<file path="config.mk">
export PLATFORM = sky130hd
export DESIGN_NAME = alu_share_ctrl_flat
export DESIGN_NICKNAME = d
export VERILOG_FILES = /design/src/rtl/alu_share_pkg.sv /design/src/rtl/alu_share_ctrl_if.sv /design/src/rtl/alu_share_ctrl_rr_arb2.sv /design/src/rtl/alu_share_ctrl.sv /design/src/flat_wrapper.sv
export SDC_FILE = /design/constraint.sdc
export NUM_CORES = 1
export LEC_CHECK = 0
export CAP_MARGIN = 30
export CORE_MARGIN = 2
export CORE_UTILIZATION = 30
export DETAILED_ROUTE_END_ITERATION = 16
export GPL_ROUTABILITY_DRIVEN = 0
export PLACE_DENSITY = 0.66
export SYNTH_ARGS = -nofsm -noshare
export SYNTH_HDL_FRONTEND = slang
export SYNTH_SLANG_ARGS = --single-unit
</file>
<file path="constraint.sdc">
create_clock -name clk_i -period 2.2 [get_ports clk_i]
set_clock_uncertainty 0.1 [all_clocks]
set_input_delay 0.44 -clock clk_i [delete_from_list [all_inputs] [get_ports clk_i]]
set_output_delay 0.44 -clock clk_i [all_outputs]
set_load 0.02 [all_outputs]
</file>
<file path="src/rtl/alu_share_pkg.sv">
// alu_share_pkg: shared definitions for the ALU time-sharing controller.
//   - ALU control code constants understood by the shared ALU datapath.
//   - Controller FSM state type.
//   - onehot2(): turns a requester index into a one-hot 2-bit vector.
package alu_share_pkg;

  localparam logic [3:0] ALU_AND  = 4'b0000;
  localparam logic [3:0] ALU_OR   = 4'b0001;
  localparam logic [3:0] ALU_ADD  = 4'b0010;
  localparam logic [3:0] ALU_SUB  = 4'b0011;
  localparam logic [3:0] ALU_SLT  = 4'b0100;
  localparam logic [3:0] ALU_SLL  = 4'b0101;
  localparam logic [3:0] ALU_SRLV = 4'b0110;
  localparam logic [3:0] ALU_BEQ  = 4'b0111;
  localparam logic [3:0] ALU_LUI  = 4'b1000;
  localparam logic [3:0] ALU_BGT  = 4'b1001;
  localparam logic [3:0] ALU_BNE  = 4'b1010;
  localparam logic [3:0] ALU_MUL  = 4'b1011;

  typedef enum logic [1:0] {
    IDLE = 2'd0,
    EXEC = 2'd1,
    RESP = 2'd2
  } state_t;

  function automatic logic [1:0] onehot2(input logic idx);
    return idx ? 2'b10 : 2'b01;
  endfunction

endpackage

</file>
<file path="src/rtl/alu_share_ctrl_if.sv">
// alu_share_ctrl_if: request/response bundle between the two requesters
// and the ALU sharing controller.
//   req_valid_i  [1:0]          per-requester request valid
//   req_ready_o  [1:0]          per-requester request accept
//   req_ctrl_i   [7:0]          {ctrl1, ctrl0}
//   req_src1_i   [2*DATA_W-1:0] {src1 of req1, src1 of req0}
//   req_src2_i   [2*DATA_W-1:0] {src2 of req1, src2 of req0}
//   req_shamt_i  [2*DATA_W-1:0] {shamt of req1, shamt of req0}
//   rsp_valid_o  [1:0]          response valid, one-hot to the owner
//   rsp_ready_i  [1:0]          response accept
//   rsp_result_o [DATA_W-1:0]   registered result
//   rsp_zero_o                  registered zero flag
// master = requester side, slave = controller side.
interface alu_share_ctrl_if #(
  parameter int DATA_W = 32
);
  logic [1:0]          req_valid_i;
  logic [1:0]          req_ready_o;
  logic [7:0]          req_ctrl_i;
  logic [2*DATA_W-1:0] req_src1_i;
  logic [2*DATA_W-1:0] req_src2_i;
  logic [2*DATA_W-1:0] req_shamt_i;
  logic [1:0]          rsp_valid_o;
  logic [1:0]          rsp_ready_i;
  logic [DATA_W-1:0]   rsp_result_o;
  logic                rsp_zero_o;

  modport master (
    output req_valid_i, req_ctrl_i, req_src1_i, req_src2_i, req_shamt_i,
    output rsp_ready_i,
    input  req_ready_o, rsp_valid_o, rsp_result_o, rsp_zero_o
  );

  modport slave (
    input  req_valid_i, req_ctrl_i, req_src1_i, req_src2_i, req_shamt_i,
    input  rsp_ready_i,
    output req_ready_o, rsp_valid_o, rsp_result_o, rsp_zero_o
  );
endinterface

</file>
<file path="src/rtl/alu_share_ctrl_rr_arb2.sv">
// rr_arb2: two-way grant logic for the ALU sharing controller.
//   valid      [1:0]  request valid per requester
//   last_grant        requester that owned the previous completed op
//   grant      [1:0]  one-hot grant, zero when nothing is valid
// Build option ALU_SHARE_FIXED_PRIO_EN: requester 0 always wins a
// simultaneous request and last_grant is ignored. Default is round-robin.
module rr_arb2 (
  input  logic [1:0] valid,
  input  logic       last_grant,
  output logic [1:0] grant
);

`ifdef ALU_SHARE_FIXED_PRIO_EN
  logic unused_last_grant;
  assign unused_last_grant = last_grant;

  always_comb begin
    grant = 2'b00;
    if (valid[0])      grant = 2'b01;
    else if (valid[1]) grant = 2'b10;
  end
`else
  always_comb begin
    grant = 2'b00;
    case (valid)
      2'b01:   grant = 2'b01;
      2'b10:   grant = 2'b10;
      // Contention: the requester that was not served last wins.
      2'b11:   grant = last_grant ? 2'b01 : 2'b10;
      default: grant = 2'b00;
    endcase
  end
`endif

endmodule

</file>
<file path="src/rtl/alu_share_ctrl.sv">
// alu_share_ctrl: time-shares one combinational ALU between two requesters.
// Arbitrates, captures the winner's operands, holds them on the ALU for one
// cycle (MUL_CYCLES cycles for MUL_OP), then returns the registered result
// and zero flag on a valid/ready response channel.
//   clk_i, rst_i     clock, synchronous active-low reset
//   bus (slave)      request/response channels, see alu_share_ctrl_if
//   alu_src1_o, alu_src2_o, alu_shamt_o, alu_ctrl_o   operands to the ALU
//   alu_result_i, alu_zero_i                          ALU outputs
// Build option ALU_SHARE_FIXED_PRIO_EN (in rr_arb2): fixed priority to req 0.
//
// state | meaning
// IDLE  | waiting for a request; req_ready_o follows the arbiter grant
// EXEC  | captured operands on the ALU; cnt counts down extra multiply cycles
// RESP  | result held, rsp_valid_o[owner] high until the owner accepts
module alu_share_ctrl
  import alu_share_pkg::*;
#(
  parameter int         DATA_W     = 32,
  parameter int         MUL_CYCLES = 4,
  parameter logic [3:0] MUL_OP     = 4'b1011
) (
  input  logic              clk_i,
  input  logic              rst_i,
  alu_share_ctrl_if.slave   bus,
  output logic [DATA_W-1:0] alu_src1_o,
  output logic [DATA_W-1:0] alu_src2_o,
  output logic [DATA_W-1:0] alu_shamt_o,
  output logic [3:0]        alu_ctrl_o,
  input  logic [DATA_W-1:0] alu_result_i,
  input  logic              alu_zero_i
);

  localparam int CNT_W = (MUL_CYCLES > 1) ? $clog2(MUL_CYCLES) : 1;
  localparam logic [CNT_W-1:0] MUL_LOAD = CNT_W'(MUL_CYCLES - 1);

  state_t            state;
  logic              last_grant;
  logic              owner;
  logic [CNT_W-1:0]  cnt;
  logic [1:0]        grant;
  logic              win;
  logic              accept;
  logic [3:0]        ctrl_sel;
  logic [DATA_W-1:0] src1_sel;
  logic [DATA_W-1:0] src2_sel;
  logic [DATA_W-1:0] shamt_sel;

  rr_arb2 u_arb (
    .valid      (bus.req_valid_i),
    .last_grant (last_grant),
    .grant      (grant)
  );

  assign bus.req_ready_o = (state == IDLE) ? grant : 2'b00;
  assign accept          = |bus.req_ready_o;
  assign win             = grant[1];

  assign ctrl_sel  = win ? bus.req_ctrl_i[7:4] : bus.req_ctrl_i[3:0];
  assign src1_sel  = win ? bus.req_src1_i[2*DATA_W-1:DATA_W]  : bus.req_src1_i[DATA_W-1:0];
  assign src2_sel  = win ? bus.req_src2_i[2*DATA_W-1:DATA_W]  : bus.req_src2_i[DATA_W-1:0];
  assign shamt_sel = win ? bus.req_shamt_i[2*DATA_W-1:DATA_W] : bus.req_shamt_i[DATA_W-1:0];

  // The ALU operand registers are only loaded on accept, so the ALU inputs
  // stay quiet through RESP and IDLE.
  always_ff @(posedge clk_i) begin
    if (!rst_i) begin
      state            <= IDLE;
      last_grant       <= 1'b1;
      owner            <= 1'b0;
      cnt              <= '0;
      alu_ctrl_o       <= '0;
      alu_src1_o       <= '0;
      alu_src2_o       <= '0;
      alu_shamt_o      <= '0;
      bus.rsp_valid_o  <= 2'b00;
      bus.rsp_result_o <= '0;
      bus.rsp_zero_o   <= 1'b0;
    end else begin
      case (state)
        IDLE: begin
          if (accept) begin
            owner       <= win;
            alu_ctrl_o  <= ctrl_sel;
            alu_src1_o  <= src1_sel;
            alu_src2_o  <= src2_sel;
            alu_shamt_o <= shamt_sel;
            cnt         <= (ctrl_sel == MUL_OP) ? MUL_LOAD : '0;
            state       <= EXEC;
          end
        end
        EXEC: begin
          if (cnt != '0) begin
            cnt <= cnt - 1'b1;
          end else begin
            bus.rsp_result_o <= alu_result_i;
            bus.rsp_zero_o   <= alu_zero_i;
            bus.rsp_valid_o  <= onehot2(owner);
            state            <= RESP;
          end
        end
        RESP: begin
          if (bus.rsp_ready_i[owner]) begin
            bus.rsp_valid_o <= 2'b00;
            last_grant      <= owner;
            state           <= IDLE;
          end
        end
        default: state <= IDLE;
      endcase
    end
  end

endmodule

</file>
<file path="src/flat_wrapper.sv">
// flat-port wrapper written by rule: the top's interface ports become plain ports
module alu_share_ctrl_flat import alu_share_pkg::*;
#(
  parameter int         DATA_W     = 32,
  parameter int         MUL_CYCLES = 4,
  parameter logic [3:0] MUL_OP     = 4'b1011
)
  (clk_i, rst_i, alu_src1_o, alu_src2_o, alu_shamt_o, alu_ctrl_o, alu_result_i, alu_zero_i, bus_req_valid_i, bus_req_ctrl_i, bus_req_src1_i, bus_req_src2_i, bus_req_shamt_i, bus_rsp_ready_i, bus_req_ready_o, bus_rsp_valid_o, bus_rsp_result_o, bus_rsp_zero_o);
  alu_share_ctrl_if #(.DATA_W(DATA_W)) bus_i ();
  input  logic clk_i;
  input  logic rst_i;
  output logic [DATA_W-1:0] alu_src1_o;
  output logic [DATA_W-1:0] alu_src2_o;
  output logic [DATA_W-1:0] alu_shamt_o;
  output logic [3:0] alu_ctrl_o;
  input  logic [DATA_W-1:0] alu_result_i;
  input  logic alu_zero_i;
  input wire logic [$bits(bus_i.req_valid_i)-1:0] bus_req_valid_i;
  input wire logic [$bits(bus_i.req_ctrl_i)-1:0] bus_req_ctrl_i;
  input wire logic [$bits(bus_i.req_src1_i)-1:0] bus_req_src1_i;
  input wire logic [$bits(bus_i.req_src2_i)-1:0] bus_req_src2_i;
  input wire logic [$bits(bus_i.req_shamt_i)-1:0] bus_req_shamt_i;
  input wire logic [$bits(bus_i.rsp_ready_i)-1:0] bus_rsp_ready_i;
  output wire logic [$bits(bus_i.req_ready_o)-1:0] bus_req_ready_o;
  output wire logic [$bits(bus_i.rsp_valid_o)-1:0] bus_rsp_valid_o;
  output wire logic [$bits(bus_i.rsp_result_o)-1:0] bus_rsp_result_o;
  output wire logic [$bits(bus_i.rsp_zero_o)-1:0] bus_rsp_zero_o;
  assign bus_i.req_valid_i = bus_req_valid_i;
  assign bus_i.req_ctrl_i = bus_req_ctrl_i;
  assign bus_i.req_src1_i = bus_req_src1_i;
  assign bus_i.req_src2_i = bus_req_src2_i;
  assign bus_i.req_shamt_i = bus_req_shamt_i;
  assign bus_i.rsp_ready_i = bus_rsp_ready_i;
  assign bus_req_ready_o = bus_i.req_ready_o;
  assign bus_rsp_valid_o = bus_i.rsp_valid_o;
  assign bus_rsp_result_o = bus_i.rsp_result_o;
  assign bus_rsp_zero_o = bus_i.rsp_zero_o;
  alu_share_ctrl #(.DATA_W(DATA_W), .MUL_CYCLES(MUL_CYCLES), .MUL_OP(MUL_OP)) u_core (.clk_i(clk_i), .rst_i(rst_i), .bus(bus_i), .alu_src1_o(alu_src1_o), .alu_src2_o(alu_src2_o), .alu_shamt_o(alu_shamt_o), .alu_ctrl_o(alu_ctrl_o), .alu_result_i(alu_result_i), .alu_zero_i(alu_zero_i));
endmodule
</file>
==> results of run 1 <==
layout by cell type, fill, tap and decap left out, types with 3 or more instances in the layout:
cell type / n
sky130_fd_sc_hd__clkinv_4: 3
sky130_fd_sc_hd__a211oi_2: 80
sky130_fd_sc_hd__o211ai_1: 4
sky130_fd_sc_hd__a211oi_1: 20
sky130_fd_sc_hd__a21oi_1: 138
sky130_fd_sc_hd__clkdlybuf4s50_1: 373
sky130_fd_sc_hd__nand2_1: 68
sky130_fd_sc_hd__clkbuf_16: 17
sky130_fd_sc_hd__nand2b_1: 3
sky130_fd_sc_hd__mux2i_1: 101
sky130_fd_sc_hd__dfxtp_1: 141
sky130_fd_sc_hd__buf_12: 11
sky130_fd_sc_hd__buf_4: 18
sky130_fd_sc_hd__bufinv_16: 4
sky130_fd_sc_hd__inv_1: 3
metal layers:
metal | global-route usage [%] | vias to the layer above
li1 | - | 3119
met1 | 23.9 | 2921
met2 | 32.9 | 218
met3 | 5.55 | 22
met4 | 5.86 | 0
met5 | 0 | -
logic make-up after synthesis:
| group | count (synthesis) |
|---|---|
| simple gates | 89 |
| buf+inv | 72 |
| flops | 141 |
| compound gates | 249 |
| mux | 102 |
| fa+ha+maj | 1 |
layout make-up:
| class | instances | area share [%] |
|---|---|---|
| clock buffer | 19 | 4.01 |
| clock inverter | 10 | 1.46 |
| inverter | 4 | 0.177 |
| multi-input combinational | 441 | 29.9 |
| sequential | 141 | 25.0 |
| tap | 280 | 3.10 |
| timing repair buffer | 404 | 36.4 |
repair_timing:
action,in CTS,in global routing
endpoints found under the setup margin,2,1
pin swaps,0,0
resized for setup,3,1
synth_stat cells (3+ instances only):
| cell | number | share of area (%) |
|---|---|---|
| sky130_fd_sc_hd__a211oi_1 | 20 | 2.3 |
| sky130_fd_sc_hd__a211oi_2 | 80 | 15 |
| sky130_fd_sc_hd__a21oi_1 | 138 | 10 |
| sky130_fd_sc_hd__buf_1 | 3 | 0.17 |
| sky130_fd_sc_hd__buf_2 | 23 | 1.7 |
| sky130_fd_sc_hd__buf_4 | 9 | 1.0 |
| sky130_fd_sc_hd__buf_6 | 10 | 1.7 |
| sky130_fd_sc_hd__clkbuf_1 | 22 | 1.2 |
| sky130_fd_sc_hd__dfxtp_1 | 141 | 43 |
| sky130_fd_sc_hd__inv_1 | 4 | 0.23 |
| sky130_fd_sc_hd__mux2i_1 | 101 | 15 |
| sky130_fd_sc_hd__nand2_1 | 68 | 3.9 |
| sky130_fd_sc_hd__nand2b_1 | 3 | 0.28 |
| sky130_fd_sc_hd__o211ai_1 | 4 | 0.45 |
metrics by stage:
step | TNS, ns | utilization (%) | hold WS [ns] | cells
finish | 0 | 51.9 | 0.351 | 1299
global route | 0 | 51.9 | 0.373 | 1299
CTS | 0 | 51.9 | 0.354 | 1299
detailed placement | -17.62 | 49.1 | 0.346 | 1270
global placement | -16.07 | 49.1 | 0.341 | 1270
floorplan | 0 | - | 0.370 | 654
final timing paths:
check / startpoint / to / slack [ns] / cells after the start
hold / removal: u_core.bus.rsp_result_o[18] / u_core.bus.rsp_result_o[18] / 0.35 / 2
setup reg to reg: u_core.last_grant / u_core.alu_src2_o[12] / 0.43 / 5
hold reg to reg: u_core.bus.rsp_result_o[18] / u_core.bus.rsp_result_o[18] / 0.35 / 2
setup / recovery: bus_req_valid_i[1] / bus_req_ready_o[1] / 0.05 / 4
critical path: stages:
cell and delay, ns:
sky130_fd_sc_hd__clkdlybuf4s50_1 0.50, sky130_fd_sc_hd__a21boi_4 0.18, sky130_fd_sc_hd__and2_1 0.16, sky130_fd_sc_hd__clkdlybuf4s15_1 0.32
registers in the layout, indices dropped and copies added, names as in the netlist:
name	count
u_core.alu_ctrl_o	4
u_core.alu_shamt_o	32
u_core.alu_src1_o	32
u_core.alu_src2_o	32
u_core.bus.rsp_result_o	32
u_core.bus.rsp_valid_o	2
u_core.bus.rsp_zero_o	1
u_core.cnt	2
u_core.last_grant	1
u_core.owner	1
u_core.state	2
power by group through the flow:
stage	Combinational [mW]	Clock [mW]	Sequential [mW]
after floorplan	1.54	0	3.73
after global placement	3.67	0	3.24
after detailed placement	3.70	0	3.25
after CTS	3.71	3.15	3.20
after global routing	3.93	3.25	3.25
final	3.67	3.06	3.20
==> flow_summary.json, run 1 <==
{
  "cp.arrival_ns": 1.61,
  "numClockSinks": 141,
  "h-tree-depth": 4,
  "synth_fp_nets": 894,
  "postSynthRegisterBits": 141,
  "ioPinCount": 376,
  "finalSetupViolCount": 0,
  "antenna_found_initial": 0,
  "top_layer": "met4",
  "wirelength_met1_mm": 9.92,
  "crit_path_end_kind": "output pin",
  "power.density_mw_per_mm2": 879,
  "post_drt_wl_per_cell_um": 17.8,
  "core_area_mm2": 0.0218,
  "share_of_total_power_in_combinational_logic_pct": 36.9,
  "setup_crit_start_kind": "input pin",
  "ys_seq_area_share_pct": 42.7,
  "viasPerCell": 4.83,
  "rsz_0062_raised_after_global_routing": "false",
  "track_usage_pct": 19.4,
  "worst-slew-pin-transition_ns": 0.554,
  "pwr-share-clk_pct": 30.8,
  "placement.io_buffers": 375,
  "dp_slack_ns": -0.275,
  "drc": 0,
  "cap_viol_max_count": 0,
  "number_of_global_route_vias_before_repair": 6246,
  "yosys.area_share.simple_pct": 6.05,
  "synth-adder-area-share_pct": 0.189,
  "area_after_dpl_mm2": 0.0107,
  "yosys.cell_types.count": 37,
  "post-route-min-period_ns": 2.15,
  "synth_edf_count": 0,
  "synth_top_family_by_area": "compound AO/OA/AOI/OAI gates",
  "postCtsHoldBufs": 0,
  "cts-root-buf": "sky130_fd_sc_hd__clkbuf_16",
  "power.ir.vdd_worst_mv": 0.461,
  "share_seq_of_total_power_pct": 32.2,
  "area_occupied_by_registers_mm2": 0.00282,
  "grt-ovfl-total": 0,
  "cellInternalPower_mw": 6.71,
  "cts.repair_timing.setup_buffer_count": 0,
  "area_overhead_of_the_layout_relative_to_synthesis_pct": 70.9,
  "primary_flip_flop_cell_chosen_by_synthesis_mapping": "sky130_fd_sc_hd__dfxtp_1",
  "cts.reportedPaths.clkPinSlew_ns": 0.06,
  "drt-total-wl_mm": 23.1,
  "cellLeakagePower_nw": 4.05,
  "wl_met3_mm": 1.48,
  "antenna_violating_nets_post_route": 0,
  "die-area_mm2": 0.0232,
  "drtIter0Drc": 272,
  "grt_first_pass_wirelength_mm": 35.9,
  "async_flop_share_pct": 0,
  "layout.nets": 1249,
  "clock_tree.buffer_depth": 2,
  "multi_input_comb_area_mm2": 0.00338,
  "synth-xor-area-share_pct": 0,
  "route.met2.wl_mm": 11.3,
  "switching_power_as_a_share_of_total_power_pct": 32.4,
  "postSynthAreaPerCell_um2": 10.1,
  "achievable-frequency_mhz": 465,
  "setup.worst_path.class": "in2out",
  "final.period_utilization_pct": 97.8,
  "finalWorstSetupSlack_ns": 0.0479,
  "run_status": "finished, final reports clean",
  "floorplan.rows": 54,
  "half_perimeter_wire_length_after_detailed_placement_mm": 16.5,
  "synthCells": 654,
  "finalHoldViolCount": 0,
  "report.final.slew_viol_count": 0,
  "clock_insertion_delay_at_the_later_pin_of_the_skew_report_ns": 0.41,
  "power.net_switching_mw": 3.22,
  "final.fill_count": 2021,
  "yosys_warnings": 0,
  "min-delay-path-class": "reg2reg",
  "crit_required_ns": 1.66,
  "antenna-diode-count": 0,
  "tritoncts": "done",
  "final_cell_area_mm2": 0.0113,
  "via_total_after_detailed_routing": 6280,
  "maximum_number_of_pins_on_one_net_before_global_route_repair": 102,
  "slew_headroom_pct": 63.0,
  "total_power_mw": 9.93,
  "starting_density_of_the_core_pct": 30.4,
  "ratio_of_cells_with_drive_above_1_in_the_final_layout_pct": 14.1,
  "synth.mux.area_fraction_pct": 15.5,
  "syn_area_mm2": 0.00661,
  "chipHeight_um": 152,
  "die-width_um": 152,
  "synth_compound_area_share_pct": 29.3,
  "cts_buffers": 17,
  "drt_first_pass_iters": 4,
  "worstPathMaxFanout": 2
}
(Power assumes the default switching activity.)
==> run 2, diff against run 1 <==
--- a/config.mk
+++ b/config.mk
@@ -14,3 +14,4 @@
 export SYNTH_ARGS = -nofsm -noshare
 export SYNTH_HDL_FRONTEND = slang
 export SYNTH_SLANG_ARGS = --single-unit
+export TNS_END_PERCENT = 30
==> results of run 2 <==
Final layout, timing and power as in run 1 (identical DEF).
